$ cat config.mk
export PLATFORM = sky130hd
export DESIGN_NAME = npc_ctrl
export DESIGN_NICKNAME = d
export VERILOG_FILES = /design/src/rtl/npc_ctrl_pkg.sv /design/src/rtl/npc_ctrl_watchdog.sv /design/src/rtl/npc_ctrl.sv
export SDC_FILE = /design/constraint.sdc
export NUM_CORES = 1
export LEC_CHECK = 0
export CAP_MARGIN = 20
export CORE_AREA = 2 2 63 76
export DETAILED_ROUTE_END_ITERATION = 8
export DIE_AREA = 0 0 65 78
export PLACE_DENSITY = 0.83
export RECOVER_POWER = 50
export SYNTH_ARGS = -nofsm -noshare
export SYNTH_HDL_FRONTEND = slang
export SYNTH_SLANG_ARGS = --single-unit
$ cat constraint.sdc
create_clock -name clk -period 2.8 [get_ports clk]
set_input_delay 0.28 -clock clk [delete_from_list [all_inputs] [get_ports clk]]
set_output_delay 0.28 -clock clk [all_outputs]
set_load 0.03 [all_outputs]
$ cat src/rtl/npc_ctrl_pkg.sv
// Shared definitions for the NPC sequencing controller: the state encoding
// and the PC source selector values seen by the PC mux.
package npc_ctrl_pkg;

    typedef enum logic [2:0] {
        S_IDLE   = 3'd0,
        S_FETCH  = 3'd1,
        S_DECODE = 3'd2,
        S_EXEC   = 3'd3,
        S_MEM    = 3'd4,
        S_WB     = 3'd5,
        S_TRAP   = 3'd6,
        S_HALT   = 3'd7
    } state_t;

    localparam logic [1:0] PC_SEL_NEXT = 2'd0;
    localparam logic [1:0] PC_SEL_TRAP = 2'd1;
    localparam logic [1:0] PC_SEL_MEPC = 2'd2;

endpackage

$ cat src/rtl/npc_ctrl_watchdog.sv
// Bus-wait watchdog. Counts consecutive enabled cycles and flags expiry on
// the cycle where the count would reach TIMEOUT_CYCLES, unless the awaited
// response shows up in that same cycle.
module ctrl_watchdog #(
    parameter int TIMEOUT_CYCLES = 255,
    parameter int TO_W           = 8
) (
    input  logic clk,
    input  logic rst,
    input  logic clr,
    input  logic en,
    input  logic valid,
    output logic expire
);

    // cnt holds the number of wait cycles already completed, so the
    // TIMEOUT_CYCLES-th cycle is the one where cnt equals TIMEOUT_CYCLES-1.
    localparam logic [TO_W-1:0] LIMIT = TO_W'(TIMEOUT_CYCLES - 1);

    logic [TO_W-1:0] cnt;

    assign expire = en & ~valid & (cnt == LIMIT);

    // Count wait cycles; clear has priority so a state change always restarts at 0.
    always_ff @(posedge clk) begin
        if (rst) begin
            cnt <= '0;
        end else if (clr) begin
            cnt <= '0;
        end else if (en) begin
            cnt <= cnt + TO_W'(1);
        end
    end

endmodule

$ cat src/rtl/npc_ctrl.sv
// Multi-cycle sequencing controller for the NPC core.
// Optional bus watchdog: define NPC_CTRL_TIMEOUT_EN to bound FETCH/MEM waits
// to TIMEOUT_CYCLES and raise bus_err (then halt) on expiry.
module npc_ctrl
    import npc_ctrl_pkg::*;
#(
    parameter int TIMEOUT_CYCLES = 255,
    parameter int TO_W           = 8
) (
    input  logic        clk,
    input  logic        rst,
    output logic        ifu_req,
    input  logic        ifu_valid,
    output logic        ir_we,
    input  logic        mem_read,
    input  logic        mem_write,
    input  logic        reg_write,
    input  logic        is_csr_op,
    input  logic        ecall_en,
    input  logic        ebreak_en,
    input  logic        mret_en,
    input  logic        illegal,
    output logic        lsu_req,
    output logic        lsu_wen,
    input  logic        lsu_valid,
    output logic        rf_we,
    output logic        csr_we,
    output logic        pc_we,
    output logic [1:0]  pc_sel,
    output logic        trap_en,
    output logic        halt,
    output logic        bus_err,
    output logic [31:0] instret
);

    if ((2 ** TO_W) <= TIMEOUT_CYCLES) begin : g_to_w_check
        $error("npc_ctrl: TO_W too narrow for TIMEOUT_CYCLES");
    end

    state_t state;
    logic   expire;

`ifdef NPC_CTRL_TIMEOUT_EN
    logic in_wait;
    logic wait_valid;

    assign in_wait    = (state == S_FETCH) || (state == S_MEM);
    assign wait_valid = (state == S_FETCH) ? ifu_valid : lsu_valid;

    ctrl_watchdog #(
        .TIMEOUT_CYCLES (TIMEOUT_CYCLES),
        .TO_W           (TO_W)
    ) u_watchdog (
        .clk    (clk),
        .rst    (rst),
        .clr    (~in_wait | wait_valid | expire),
        .en     (in_wait),
        .valid  (wait_valid),
        .expire (expire)
    );
`else
    assign expire = 1'b0;
`endif

    // Sequencer state and retired-instruction counter.
    always_ff @(posedge clk) begin
        if (rst) begin
            state   <= S_IDLE;
            instret <= '0;
        end else begin
            case (state)
                S_IDLE:   state <= S_FETCH;
                S_FETCH: begin
                    if (ifu_valid)   state <= S_DECODE;
                    else if (expire) state <= S_HALT;
                end
                S_DECODE: state <= S_EXEC;
                S_EXEC: begin
                    if (ebreak_en)                  state <= S_HALT;
                    else if (illegal || ecall_en)   state <= S_TRAP;
                    else if (mem_read || mem_write) state <= S_MEM;
                    else                            state <= S_WB;
                end
                S_MEM: begin
                    if (lsu_valid)   state <= S_WB;
                    else if (expire) state <= S_HALT;
                end
                S_WB: begin
                    instret <= instret + 32'd1;
                    state   <= S_FETCH;
                end
                S_TRAP:   state <= S_FETCH;
                S_HALT:   state <= S_HALT;
                default:  state <= S_IDLE;
            endcase
        end
    end

    // Strobe decode from the current state; IDLE and HALT leave every strobe low.
    always_comb begin
        ifu_req = 1'b0;
        ir_we   = 1'b0;
        lsu_req = 1'b0;
        lsu_wen = 1'b0;
        rf_we   = 1'b0;
        csr_we  = 1'b0;
        pc_we   = 1'b0;
        pc_sel  = PC_SEL_NEXT;
        trap_en = 1'b0;
        halt    = 1'b0;
        bus_err = expire;
        case (state)
            S_FETCH: begin
                ifu_req = 1'b1;
                ir_we   = ifu_valid;
            end
            S_MEM: begin
                lsu_req = 1'b1;
                lsu_wen = mem_write;
            end
            S_WB: begin
                pc_we  = 1'b1;
                rf_we  = reg_write & ~mem_write;
                csr_we = is_csr_op;
                pc_sel = mret_en ? PC_SEL_MEPC : PC_SEL_NEXT;
            end
            S_TRAP: begin
                trap_en = 1'b1;
                pc_we   = 1'b1;
                pc_sel  = PC_SEL_TRAP;
            end
            S_HALT:  halt = 1'b1;
            default: ;
        endcase
    end

endmodule

# Yosys cells after proc, flatten, opt, wreduce, memory -nomap -nowiden
# Index checks and enable logic that the tools add are counted.
# totals
register_bits	35
input_bits	12
out_inout_bits	44
wordCells	37
# op_classes
add_sub_neg	1
eq_ne	9
muxes	17
bitwise_logic	2
reduce_logical	6
# ops
cell	n
$add A32 B1 Y32 const B	1
$pmux W3 S6	1
$eq A3 B3 Y1 const B	4
$mux W1	10
$eq A3 B2 Y1 const B	2
$mux W2	3
$mux W3	2
$ne A2 B2 Y1 const B	2
$pmux W2 S2	1
$eq A3 B1 Y1 const B	1
$logic_not A3 Y1	1
$reduce_or A3 Y1	1
$logic_or A1 B1 Y1	2
$reduce_and A2 Y1	1
$reduce_or A2 Y1	1
$and A1 B1 Y1	1
$not A1 Y1	1

# Logic depth before layout (Yosys ltp)
# logic_depth
ltp_word	5
depth_mapped	7
ltp_nobuf	5

# Least setup slack after synthesis
# OpenSTA, ideal clock, no wires.
# synth_path
kind	register to register
from	register instret[0]
to	register instret[24]
setup_ns	0.123
arrival_time_ns	2.148
t_required_ns	2.677
setup_slack_ns	0.529
path_stages_with_launch	8
n_path_buf	2
synth_period_minus_slack_ns	2.271
path_cell_list	dfxtp_1 ha_1 nand3_1 or3_1 buf_2 buf_6 nor4_2 mux2_1
# synth_via
elab_chain_len	1
# synth_rtl
item	line_no	rtl
from (decl)	npc_ctrl.sv:33	output logic [31:0] instret
from (signal assigned)	npc_ctrl.sv:89	instret <= instret + 32'd1;
$add A32 B1 Y32	npc_ctrl.sv:89	
# Every way passes these cells.
# A chain may end at the register's enable or synchronous reset.

# Worst setup path after layout
# layout_path
from	register state[0]
to	output port ir_we
# layout_via
elab_chain_len	2
# layout_rtl
item	line_no	rtl
from (decl)	npc_ctrl.sv:40	state_t state;
from (signal assigned)	npc_ctrl.sv:68	state <= S_IDLE;
from (signal assigned)	npc_ctrl.sv:72	S_IDLE: state <= S_FETCH;
from (signal assigned)	npc_ctrl.sv:74	if (ifu_valid) state <= S_DECODE;
$eq A3 B1 Y1	npc_ctrl.sv:112	case (state)
$mux W1	npc_ctrl.sv:112	
to (decl)	npc_ctrl.sv:14	output logic ir_we,
# Every way passes these cells.

==> results_dict.tcl <==
set metrics [dict create \
    outcome "finished clean" \
    synth_commonest_cells "35 x dfxtp_1, 22 x nor2_1, 15 x a21oi_1, 10 x nand2_1, 9 x nor2b_1" \
    leakage_uw 0.0009564 \
    crit_fanout 10 \
    ctsHoldBuffers 0 \
    fin_area_um2 2509 \
    die_w_um 65 \
    fin_crit_sh_pct 85.03 \
    hold_viol 0 \
    grt_pass1_vias 1577 \
    worst_pin_slew_ps 530.9 \
    layout-drive-gt1-share_pct 7.985 \
    slew_violations 0 \
    drt_first_pass_iters 4 \
    seq_area_frac_synth_pct 37.16 \
    syn_area_um2 1886 \
    start_util_pct 44.25 \
    ys.flop_type "dfxtp_1" \
    synthCells 217 \
    yosys-top-cells-area "dfxtp_1 37%, nor2_1 4.4%, a21oi_1 4.0%" \
    grt_use_total_pct 17.29 \
    routed_wl_mm 4.111 \
    rows 26 \
    avgSynthCellArea_um2 8.689 \
    seqCellArea_um2 700.7 \
    cts-root-buf "clkbuf_8" \
    worst_hold_path.endpoint "instret[13]$_SDFFE_PP0P_" \
    synth_top_cell_by_area "dfxtp_1" \
    drc 0 \
    synth-warning-count 0 \
    critPathLaunchType "flip-flop" \
    timing.rr.start "instret[1]$_SDFFE_PP0P_" \
    synth_edf_count 0 \
    setup_violations 0 \
    synth.top_cell.area_share_pct 37.16 \
    die_h_um 78 \
    r2r_cells 5 \
    gp_congestion 0.7808 \
    tns_ps 0 \
    synth_cell_types 38 \
    wl_per_cell_um 12.89 \
    diodes 0 \
    avgViaCountPerCell 5.357 \
    grt.overflow.total 0 \
    drt_iter0_markers 41 \
    numCtsBuffers 5 \
    cts_tree "done" \
    max_cap_viol_count 0 \
    min-delay-start "instret[13]$_SDFFE_PP0P_" \
    fmax_ghz 0.4200 \
    required_ps 2520 \
    reg2reg_slack_ps 510 \
    dieArea_um2 5070 \
    clockBufferDepth 2 \
    relSlewSlack_pct 64.61 \
    htreeDepth 2 \
    n_fill_cell 376 \
    io_pins 56 \
    dpl.hpwl_mm 2.842 \
    holdPathStages 2 \
    min_period_ps 2381 \
    area_growth_pct 33.05 \
    critPathKind "reg -> out" \
    vias 1709 \
    grt_max_degree 45 \
    synth_nets 230 \
    reg2reg_to "instret[26]$_SDFFE_PP0P_" \
    post_cts_buffers 0 \
    hold_class "reg -> reg" \
    multi_input_area_um2 1064 \
    core_area_um2 4262 \
    post_cts_resized 0 \
    ant_nets 0 \
    clkLatencyLatePin_ps 290 \
    nNetsFinal 275 \
    clk_pin_slew_worst_paths_ps 70 \
    cts_sinks 35 \
    place_area_um2 2409 \
    yosysMostFrequentCell "dfxtp_1" \
    critical_path_arrival_ps 2100 \
    crit_path_end_kind "primary output" \
    power_density_nw_per_um2 398.9 \
    synth_seq_cells 35 \
    rsz0062_at_grt "false" \
    peakVddDrop_mv 0.2789 \
    antenna_found_initial 0 \
    io_buffers 54 \
    ys_async_sr_fraction_pct 0 \
    grt_pass1_wl_mm 6.962 \
    worst_clock_skew_ps 4.408 \
]
==> layout make-up <==
class | instances | area share, %
sequential | 35 | 27.93
clock buffer | 8 | 3.990
tap | 56 | 2.793
inverter | 5 | 0.7481
timing repair buffer | 56 | 22.14
multi-input combinational | 159 | 42.39
==> cells by family after synthesis <==
| family | share of synthesized area (%) |
|---|---|
| and+or+nand+nor | 36.03 |
| DFF | 37.16 |
| AOI/OAI and AO/OA | 9.024 |
| buffers and inverters | 6.436 |
| xor gates and xnor gates | 5.110 |
| muxes | 5.375 |
| adders and majority gates | 0.6635 |
| other | 0.1989 |
==> report_power, final <==
group | leakage [µW] | total [µW] | switching (µW) | internal (µW)
Combinational | 0.000623 | 79.0 | 40.1 | 39.0
Clock | 0.0000515 | 409 | 184 | 225
Sequential | 0.000282 | 513 | 10.8 | 502
Total | 0.000956 | 1000 | 235 | 766
==> through the flow <==
step | hold WS (ps) | power, µW | worst slack [ps] | instances | util [%]
after floorplan | 457.4 | 573.8 | 528.8 | 217 | -
after global placement | 492.3 | 602.2 | 599.8 | 311 | 56.52
after detailed placement | 506.6 | 603.7 | 482.2 | 311 | 56.52
after CTS | 516.4 | 1010 | 385.4 | 319 | 58.87
after global routing | 538.0 | 1034 | 280.6 | 319 | 58.87
final | 509.8 | 1001 | 419.1 | 319 | 58.87
==> cells in the final DEF, fill, tap and decap left out <==
cell type / instances
xnor2_1: 8
inv_1: 5
nor4b_1: 3
and4_1: 4
nor4_4: 1
nand2_1: 10
clkbuf_1: 1
a21oi_1: 15
nor2b_1: 9
and3b_1: 2
clkbuf_8: 7
or3_1: 6
a211o_1: 1
mux2_2: 5
dfxtp_1: 35
o21ai_0: 5
or4_1: 7
ha_1: 1
o31ai_1: 7
and3_1: 2
xor2_1: 3
nor2_1: 22
nand4_1: 7
buf_4: 2
mux2_1: 4
nor3b_1: 4
nor3_1: 2
nand4_2: 2
o41ai_1: 1
and2_1: 4
clkdlybuf4s50_1: 30
nor4_2: 3
nor4_1: 8
conb_1: 1
dlygate4sd3_1: 24
nand3b_4: 1
nand3_1: 8
nand2b_1: 3
==> state kept, by name (all words and copies together) (netlist names) <==
register / cells
instret: 32
state: 3
==> critical path: stages, from the launching register on <==
cell and delay (ps):
dfxtp_1 510, nor3b_1 440, and2_1 190, clkdlybuf4s50_1 670
==> how the worst max path moves through the flow <==
stage                            start                       end  slack (ps)  cells past startpoint
2_1_floorplan  instret[0]$_SDFFE_PP0P_  instret[24]$_SDFFE_PP0P_         530                      7
3_3_place_gp   instret[0]$_SDFFE_PP0P_  instret[26]$_SDFFE_PP0P_         600                      5
3_5_place_dp   instret[0]$_SDFFE_PP0P_  instret[26]$_SDFFE_PP0P_         480                      5
4_1_cts          state[0]$_SDFFE_PP0P_                     ir_we         390                      3
5_1_grt          state[0]$_SDFFE_PP0P_                     ir_we         280                      3
6_report         state[0]$_SDFFE_PP0P_                     ir_we         420                      3
==> per-layer routing <==
metal / track usage, % / vias up / wire, µm
li1: - / 867 / -
met1: 19.77 / 787 / 1739
met2: 29.59 / 48 / 2056
met3: 5.072 / 7 / 249
met4: 7.234 / 0 / 66
met5: 0 / - / 0
Note: power is estimated with default switching activity, not from simulation.
